`config.mk`:
```
export PLATFORM = sky130hd
export DESIGN_NAME = fir_sm_collector
export DESIGN_NICKNAME = d
export VERILOG_FILES = /design/src/rtl/fir_sm_collector.sv
export SDC_FILE = /design/constraint.sdc
export NUM_CORES = 1
export LEC_CHECK = 0
export BUFFER_PORTS_ARGS = -buffer_cell sky130_fd_sc_hd__buf_2
export CORE_MARGIN = 2
export CORE_UTILIZATION = 50
export CTS_CLUSTER_SIZE = 14
export DETAILED_ROUTE_END_ITERATION = 10
export PLACE_DENSITY = 0.74
export SLEW_MARGIN = 30
export SYNTH_ARGS = -nofsm -noshare
export SYNTH_HDL_FRONTEND = slang
export SYNTH_SLANG_ARGS = --single-unit
```
`constraint.sdc`:
```
create_clock -name axis_clk -period 3.8 [get_ports axis_clk]
set_input_delay 0.38 -clock axis_clk [delete_from_list [all_inputs] [get_ports axis_clk]]
set_output_delay 0.38 -clock axis_clk [all_outputs]
set_load 0.05 [all_outputs]
```
`src/rtl/fir_sm_collector.sv`:
```
`default_nettype none
// ============================================================================
// Module   : fir_sm_collector
// Purpose  : Downstream stage of the FIR core. Accepts the FIR output
//            AXI-Stream (sm_*), writes each accepted sample into an output
//            bram32 port (y_*), counts beats against a programmed length,
//            checks sm_tlast placement and keeps a wrap-around checksum.
// Ports    : axis_clk/axis_rst    clock, synchronous active-high reset
//            start/len/base       frame start pulse, beat count, byte base
//            hold                 throttle, forces sm_tready low
//            sm_tvalid/tdata/tlast/tready   FIR output stream
//            y_WE/y_EN/y_Di/y_A   output BRAM write port (registered)
//            busy/done/count/checksum/err_tlast   status to host
//            min_val/max_val      signed extremes (only with
//                                 COLLECTOR_MINMAX_EN defined)
// Options  : `define COLLECTOR_MINMAX_EN to add min_val/max_val tracking.
// Revision : 1.0 - initial release
// ============================================================================
module fir_sm_collector #(
   parameter int pADDR_WIDTH = 12,
   parameter int pDATA_WIDTH = 32
) (
   input  logic                   axis_clk,
   input  logic                   axis_rst,
   input  logic                   start,
   input  logic [31:0]            len,
   input  logic [pADDR_WIDTH-1:0] base,
   input  logic                   hold,
   input  logic                   sm_tvalid,
   input  logic [pDATA_WIDTH-1:0] sm_tdata,
   input  logic                   sm_tlast,
   output logic                   sm_tready,
   output logic [3:0]             y_WE,
   output logic                   y_EN,
   output logic [pDATA_WIDTH-1:0] y_Di,
   output logic [pADDR_WIDTH-1:0] y_A,
   output logic                   busy,
   output logic                   done,
   output logic [31:0]            count,
   output logic [pDATA_WIDTH-1:0] checksum,
`ifdef COLLECTOR_MINMAX_EN
   output logic [pDATA_WIDTH-1:0] min_val,
   output logic [pDATA_WIDTH-1:0] max_val,
`endif
   output logic                   err_tlast
);

   typedef enum logic [1:0] {
      S_IDLE = 2'd0,
      S_RUN  = 2'd1,
      S_DONE = 2'd2
   } state_t;

   state_t                   state_q;
   logic [31:0]              len_q;
   logic [31:0]              count_q;
   logic [pADDR_WIDTH-1:0]   base_q;
   logic [pADDR_WIDTH-1:0]   y_a_q;
   logic [pDATA_WIDTH-1:0]   y_di_q;
   logic [pDATA_WIDTH-1:0]   checksum_q;
   logic                     y_en_q;
   logic                     done_q;
   logic                     err_q;

   logic                     accept_d;
   logic                     is_last_d;
   logic [pADDR_WIDTH-1:0]   addr_d;
   logic [pDATA_WIDTH-1:0]   checksum_d;

   // Ready depends only on registered state and the throttle, never on valid.
   assign sm_tready  = (state_q == S_RUN) && !hold;
   assign busy       = (state_q == S_RUN);
   assign accept_d   = sm_tvalid && sm_tready;
   // count_q never exceeds len_q-1 while in RUN, so equality marks the final beat.
   assign is_last_d  = (count_q == (len_q - 32'd1));
   // Word index scaled to a byte address; the sum wraps at pADDR_WIDTH bits.
   assign addr_d     = base_q + {count_q[pADDR_WIDTH-3:0], 2'b00};
   assign checksum_d = checksum_q + sm_tdata;

`ifdef COLLECTOR_MINMAX_EN
   logic [pDATA_WIDTH-1:0] min_q;
   logic [pDATA_WIDTH-1:0] max_q;
   localparam logic [pDATA_WIDTH-1:0] SMAX = {1'b0, {(pDATA_WIDTH-1){1'b1}}};
   localparam logic [pDATA_WIDTH-1:0] SMIN = {1'b1, {(pDATA_WIDTH-1){1'b0}}};
`endif

   always_ff @(posedge axis_clk) begin
      if (axis_rst) begin
         state_q    <= S_IDLE;
         len_q      <= '0;
         count_q    <= '0;
         base_q     <= '0;
         y_a_q      <= '0;
         y_di_q     <= '0;
         checksum_q <= '0;
         y_en_q     <= 1'b0;
         done_q     <= 1'b0;
         err_q      <= 1'b0;
`ifdef COLLECTOR_MINMAX_EN
         min_q      <= '0;
         max_q      <= '0;
`endif
      end else begin
         // BRAM enable is a single-cycle pulse per accepted beat.
         y_en_q <= 1'b0;
         case (state_q)
            S_IDLE, S_DONE: begin
               if (start) begin
                  len_q      <= len;
                  base_q     <= base;
                  count_q    <= '0;
                  checksum_q <= '0;
                  err_q      <= 1'b0;
`ifdef COLLECTOR_MINMAX_EN
                  min_q      <= SMAX;
                  max_q      <= SMIN;
`endif
                  if (len == 32'd0) begin
                     // Empty frame completes immediately without touching BRAM.
                     state_q <= S_DONE;
                     done_q  <= 1'b1;
                  end else begin
                     state_q <= S_RUN;
                     done_q  <= 1'b0;
                  end
               end
            end
            S_RUN: begin
               if (accept_d) begin
                  y_en_q     <= 1'b1;
                  y_a_q      <= addr_d;
                  y_di_q     <= sm_tdata;
                  count_q    <= count_q + 32'd1;
                  checksum_q <= checksum_d;
`ifdef COLLECTOR_MINMAX_EN
                  if ($signed(sm_tdata) < $signed(min_q)) min_q <= sm_tdata;
                  if ($signed(sm_tdata) > $signed(max_q)) max_q <= sm_tdata;
`endif
                  if (is_last_d || sm_tlast) begin
                     state_q <= S_DONE;
                     done_q  <= 1'b1;
                     // tlast must coincide exactly with the final beat.
                     err_q   <= err_q | (is_last_d ^ sm_tlast);
                  end
               end
            end
            default: state_q <= S_IDLE;
         endcase
      end
   end

   assign y_EN      = y_en_q;
   assign y_WE      = {4{y_en_q}};
   assign y_Di      = y_di_q;
   assign y_A       = y_a_q;
   assign done      = done_q;
   assign count     = count_q;
   assign checksum  = checksum_q;
   assign err_tlast = err_q;
`ifdef COLLECTOR_MINMAX_EN
   assign min_val   = min_q;
   assign max_val   = max_q;
`endif

endmodule
`default_nettype wire

```
==> results of run 1 <==
-- cell type report --
| class | instances | area (um^2) | area share |
|---|---|---|---|
| multi-input cells | 892 | 5380 | 0.503 |
| repair buffers | 217 | 1140 | 0.106 |
| clock inverters | 12 | 209 | 0.0195 |
| diodes | 1 | 2.50 | 0.000234 |
| flip-flops and latches | 157 | 3140 | 0.294 |
| clock buffers | 20 | 457 | 0.0427 |
| inverters | 22 | 82.6 | 0.00773 |
| well taps | 225 | 282 | 0.0263 |
-- timing repair --
item	4_1_cts	5_1_grt
setup endpoints to repair	0	3
resized for setup	0	4
buffers inserted	0	0
hold buffers	0	0
-- power by group through the flow --
stage | registers, mW | clock network, mW | logic [mW]
after floorplan | 1.83 | 0 | 0.399
after global placement | 1.78 | 0 | 0.633
after detailed placement | 1.79 | 0 | 0.641
after CTS | 1.75 | 1.95 | 0.648
after global routing | 1.76 | 2.03 | 0.718
final | 1.75 | 1.93 | 0.660
-- worst max path at each step --
stage                   from         end  cells after the start
floorplan           len_q[0]  state_q[1]                     14
global placement    len_q[0]  state_q[1]                     14
detailed placement  len_q[0]  state_q[1]                     14
CTS                 len_q[0]  state_q[1]                     14
global route        len_q[0]  state_q[1]                     14
finish              len_q[0]  state_q[1]                     14
-- layer usage --
metal / share of wire / global-route usage / vias up / wire length (um)
met1: 0.45 / 0.361 / 4045 / 11500
li1: - / - / 4305 / -
met2: 0.46 / 0.443 / 293 / 11700
met3: 0.068 / 0.0585 / 31 / 1720
met5: 0 / 0 / - / 0
met4: 0.015 / 0.0758 / 0 / 375
-- stage by stage --
stage	util	power, mW	setup slack [ns]	hold WS [ns]
5_1_grt	0.620	4.50	0.00162	0.184
2_1_floorplan	-	2.23	0.398	0.432
4_1_cts	0.619	4.34	0.0767	0.173
6_report	0.620	4.35	0.142	0.184
3_5_place_dp	0.580	2.43	0.105	0.443
3_3_place_gp	0.580	2.42	0.249	0.437
-- worst register-to-register path, delay by kind of cell, from the launching register on --
kind / cells / cell delay (ns)
buffers and inverters: 1 / 0.08
flip-flops: 1 / 0.36
multiplexers: 1 / 0.22
AO/OA/AOI/OAI: 2 / 0.37
adder cells (fa/ha/maj): 2 / 0.42
AND/OR/NAND/NOR: 8 / 2.15
-- flip-flops by register name, indices dropped and copies added, names as in the netlist --
name,cells
len_q,32
y_EN,1
checksum,32
y_A,12
count,32
y_Di,32
base_q,12
state_q,2
err_tlast,1
done,1
-- cells in the mapped netlist (3+ instances only) --
library cell  number
o31ai_1            6
mux2i_1           11
a21oi_1          142
xor2_1            47
nor2_1            80
o21ai_1            3
and4_1             4
nor4_1            17
and3_1             8
a211o_1            3
nand3b_1           3
or4_1              4
buf_4              4
clkbuf_1          54
o211ai_1           4
and2_1             4
nor3_1            23
a21boi_0           3
xnor2_1           50
nand2_1          224
nor3b_1            3
o22ai_1            3
a31oi_1            7
or3_1             11
a21o_1            19
inv_1             22
nand2b_1          10
ha_1              43
buf_1              4
o21a_1             5
nand4_1           12
o21bai_1           5
nand3_1           46
dfxtp_1          157
a211oi_1           4
a22oi_1            6
o21ai_0           35
a221oi_1           3
nor2b_1           11
-- logic make-up (layout without fill, tap and decap cells) --
family,count (synthesis),in the layout
and+or+nand+nor,474,474
AOI/OAI and AO/OA,264,264
DFF,157,157
xor gates and xnor gates,97,97
buffers and inverters,86,271
adders and majority gates,45,45
muxes,12,12
other,0,1
==> impl_metrics.json, run 1 <==
{
  "outcome": "finished, final reports clean",
  "crit_type": "reg2reg",
  "finClkSkew_ns": 0.00946,
  "yosysTopAreaCell": "dfxtp_1",
  "htree_num_levels": 4,
  "fillers": 1566,
  "ys_warn_count": 0,
  "areaGrowthSynthToFinish_pct": 21.5,
  "synth_cells": 1135,
  "crit_top_cell": "ha_1",
  "power.switching_mw": 1.20,
  "synth_area_leaders": "dfxtp_1, nand2_1, a21oi_1, ha_1, xnor2_1",
  "dr.pass1.iters": 5,
  "path_delay_family": "simple AND/OR/NAND/NOR gates",
  "grt_pass1_wl_mm": 40.1,
  "fin_area_mm2": 0.0107,
  "final_layout_size_suffix_gt1_frac": 0.202,
  "nNetsFinal": 1434,
  "synth-simple-area-share": 0.250,
  "min_period_over_period": 0.963,
  "coreArea_mm2": 0.0172,
  "grt.overflow.total": 0,
  "p_leak_nw": 4.61,
  "syn_area_per_cell_um2": 7.75,
  "placed_cell_area_mm2": 0.0100,
  "grt_max_degree": 63,
  "viasPerCell": 5.61,
  "ant_nets": 0,
  "synth_top_family_by_area": "simple AND/OR/NAND/NOR gates",
  "die_w_um": 137,
  "synth_area_mm2": 0.00880,
  "hpwlAfterDp_mm": 18.0,
  "routedWlPerCell_um": 16.3,
  "min_from": "base[2]",
  "whs_path_depth": 3,
  "dp_cells": 1513,
  "setup_viol_count_final": 0,
  "cts_tree": "yes",
  "worst_ep_required_time_ns": 4.16,
  "synth_cell_types": 67,
  "totalWireLength_mm": 25.2,
  "ys_seq_area_frac": 0.357,
  "worst_hold_path_type": "in2reg",
  "hold_viol_final": 0,
  "port_buffers": 198,
  "clockBufferDepth": 2,
  "r2r_slack_ns": 0.14,
  "start_util": 0.511,
  "clk_pin_slew_ns": 0.07,
  "grt_usage": 0.271,
  "async_flop_share": 0,
  "power_frac_seq": 0.403,
  "synth_edf_count": 0,
  "synth_xor_area_frac": 0.0965,
  "reg2reg_to": "state_q[1]",
  "rsz0062_at_grt": "false",
  "layout_commonest_cell": "nand2_1",
  "clock_latency_ns": 0.43,
  "rows": 48,
  "ys_ff_latch": 157,
  "clockPowerShare": 0.445,
  "finalSetupTns_ns": 0,
  "path_cells": "inv_1 > ha_1 > or3b_4 > or3_4 > nor3_4 > mux2i_1 > a21oi_1 > or4_1 > nor4_2 > nand4_1 > ha_1 > nor2b_1 > o32a_1 > nor2_1",
  "combPwrFrac": 0.152,
  "synthFlopType": "dfxtp_1",
  "layoutNonFillerInstCount": 1546,
  "crit_slowest_cell": "or4_1",
  "die_h_um": 137,
  "max_stage_delay_ns": 0.55,
  "fmax_mhz": 273,
  "vdd_drop_max_uv": 359,
  "slew_headroom": 0.455,
  "cts_buffers": 17,
  "critPathMaxFanout": 6,
  "io_pins": 199,
  "die_area_mm2": 0.0187,
  "tightestPinTransition_ns": 0.814,
  "synth_nets": 1262,
  "grt_antenna_before_repair": 1,
  "place_congestion": 0.904,
  "drv_cap": 0,
  "finalCriticalPeriod_ns": 3.66,
  "whs_endpoint": "base_q[2]",
  "clockRootBuffer": "clkbuf_16",
  "cellPowerDensity_mw_per_mm2": 407,
  "reg2reg_from": "len_q[0]",
  "crit_buf_inv": 1,
  "drt_iter0_drc": 524,
  "worstPathArrival_ns": 4.02,
  "synth_mux_area_frac": 0.0138,
  "drc_errors": 0,
  "startpoint_type": "flop",
  "dr_total_vias": 8674,
  "final_cell_mix": "nand2_1, buf_2, dfxtp_1",
  "final_max_slew_viol_count": 0,
  "synthAdderAreaFrac": 0.0657,
  "p_sw_frac": 0.276,
  "p_int_mw": 3.15,
  "grt_pass1_vias": 7979,
  "synth-compound-area-share": 0.178,
  "synth_top_area_frac": 0.357,
  "ff2ff_path_depth": 14,
  "critPathCaptureType": "flop",
  "cts.sinks": 157
}
Power figures use the tool's default switching activity.
==> run 2: changes to the inputs <==
--- a/config.mk
+++ b/config.mk
@@ -8,9 +8,9 @@
 export BUFFER_PORTS_ARGS = -buffer_cell sky130_fd_sc_hd__buf_2
 export CORE_MARGIN = 2
 export CORE_UTILIZATION = 50
-export CTS_CLUSTER_SIZE = 14
+export CTS_CLUSTER_SIZE = 10
 export DETAILED_ROUTE_END_ITERATION = 10
-export PLACE_DENSITY = 0.74
+export PLACE_DENSITY = 0.8
 export SLEW_MARGIN = 30
 export SYNTH_ARGS = -nofsm -noshare
 export SYNTH_HDL_FRONTEND = slang
==> run 2 against run 1 <==
Against the previous run: first-iteration DRC count rose by 31%; via count rose by 1.2%; wire length fell by 0.10%; largest cell class unchanged.
==> impl_metrics.json, run 2 (synthesized netlist as in run 1, its figures left out) <==
{
  "critPathMaxFanout": 6,
  "r2r_slack_ns": 0.21,
  "viasPerCell": 5.67,
  "fmax_mhz": 278,
  "dr_total_vias": 8778,
  "io_pins": 199,
  "grt_pass1_vias": 8114,
  "grt_usage": 0.270,
  "crit_type": "reg2reg",
  "cts_tree": "yes",
  "fin_util": 0.616,
  "ant_nets": 0,
  "grt_antenna_before_repair": 1,
  "hpwlAfterDp_mm": 18.5,
  "die_h_um": 137,
  "grt_pass1_wl_mm": 40.1,
  "critPathCaptureType": "flop",
  "clock_latency_ns": 0.43,
  "finalCriticalPeriod_ns": 3.59,
  "finalSetupTns_ns": 0,
  "min_period_over_period": 0.946,
  "clockBufferDepth": 2,
  "die_area_mm2": 0.0187,
  "drt_iter0_drc": 687,
  "tightestPinTransition_ns": 0.803,
  "rsz0062_at_grt": "false",
  "slew_headroom": 0.463,
  "die_w_um": 137,
  "worst_ep_required_time_ns": 4.16,
  "rows": 48,
  "cts_buffers": 17,
  "reg2reg_to": "state_q[1]",
  "layout_commonest_cell": "nand2_1",
  "final_cell_mix": "nand2_1, buf_2, dfxtp_1",
  "ff2ff_path_depth": 14,
  "drc_errors": 0,
  "hold_viol_final": 0,
  "areaGrowthSynthToFinish_pct": 20.6,
  "worstPathArrival_ns": 3.96,
  "endpoint": "state_q[1]",
  "worst_hold_path_type": "in2reg",
  "totalWireLength_mm": 25.2,
  "p_leak_nw": 4.57,
  "crit_path_start": "len_q[0]",
  "cellPowerDensity_mw_per_mm2": 385,
  "grt.overflow.total": 0,
  "port_buffers": 198,
  "final_max_slew_viol_count": 0,
  "cts.sinks": 157,
  "final_layout_size_suffix_gt1_frac": 0.201,
  "grt_max_degree": 63,
  "outcome": "finished, final reports clean",
  "start_util": 0.511,
  "clockRootBuffer": "clkbuf_16",
  "finClkSkew_ns": 0.0121,
  "clk_pin_slew_ns": 0.06,
  "routedWlPerCell_um": 16.3,
  "setup_viol_count_final": 0,
  "vdd_drop_max_uv": 397,
  "startpoint_type": "flop",
  "nNetsFinal": 1436,
  "dr.pass1.iters": 5,
  "coreArea_mm2": 0.0172,
  "htree_num_levels": 4,
  "place_congestion": 0.928,
  "drv_cap": 0,
  "reg2reg_from": "len_q[0]",
  "post_cts_buffers": 0
}
## run 2: cell types whose count changed in the layout (fill, tap and decap cells not counted), sizes merged
cell,delta
buf,+2
bufinv,-3
clkinv,+1
clkinvlp,+3
inv,-1
## run 2: worst min path at each step
stage	start	endpoint	slack (ns)	cells after the start
after global placement	y_A[5]	y_A[5]	0.44	2
final	base[3]	base_q[3]	0.18	3
after detailed placement	y_Di[11]	y_Di[11]	0.44	2
after global routing	base[0]	base_q[0]	0.18	3
after CTS	base[3]	base_q[3]	0.17	3
after floorplan	base_q[0]	y_A[0]	0.43	2
## run 2: critical path, stage by stage (launching register included)
cell and delay (ns):
dfxtp_2 0.35, inv_1 0.06, ha_1 0.19, or3b_1 0.39, or3_4 0.44, nor3_4 0.20, mux2i_1 0.20, a21oi_1 0.07
or4_1 0.53, nor4_2 0.23, nand4_1 0.14, ha_1 0.24, nor2b_1 0.14, o32a_1 0.28, nor2_1 0.08
## run 2: metal layers
layer | track usage | up-vias | routed length, um | share of wire
met4 | 0.111 | 0 | 737 | 0.029
met5 | 0 | - | 0 | 0
met2 | 0.445 | 316 | 11800 | 0.47
met1 | 0.342 | 4109 | 10700 | 0.43
li1 | - | 4298 | - | -
met3 | 0.0600 | 55 | 1920 | 0.076
## run 2: layout make-up
class	instances	area, um^2
antenna	1	2.50
clock buffer	20	437
clock inverter	12	141
fill	1504	6620
inverter	22	82.6
multi-input combinational	892	5380
sequential	157	3140
tap	225	282
timing repair buffer	219	1150
## run 2: power by group
group	internal (mW)	switching [mW]	total (mW)
Clock	0.972	0.708	1.68
Combinational	0.243	0.414	0.657
Sequential	1.70	0.0569	1.75
Total	2.91	1.18	4.09
## run 2: stage by stage
stage | setup slack (ns) | cell area, um^2 | hold WS (ns) | std cells | power, mW
2_1_floorplan | 0.398 | 8800 | 0.432 | 1135 | 2.23
4_1_cts | 0.156 | 10600 | 0.173 | 1547 | 4.10
3_3_place_gp | 0.271 | 10000 | 0.438 | 1515 | 2.42
5_1_grt | 0.0344 | 10600 | 0.185 | 1548 | 4.24
6_report | 0.205 | 10600 | 0.183 | 1548 | 4.09
3_5_place_dp | 0.171 | 10000 | 0.443 | 1515 | 2.43
## run 2: repair_timing
action | 4_1_cts | 5_1_grt
hold buffers | 0 | 0
setup endpoints to repair | 0 | 1
hold endpoints to repair | 0 | 0
gates resized for setup | 0 | 4
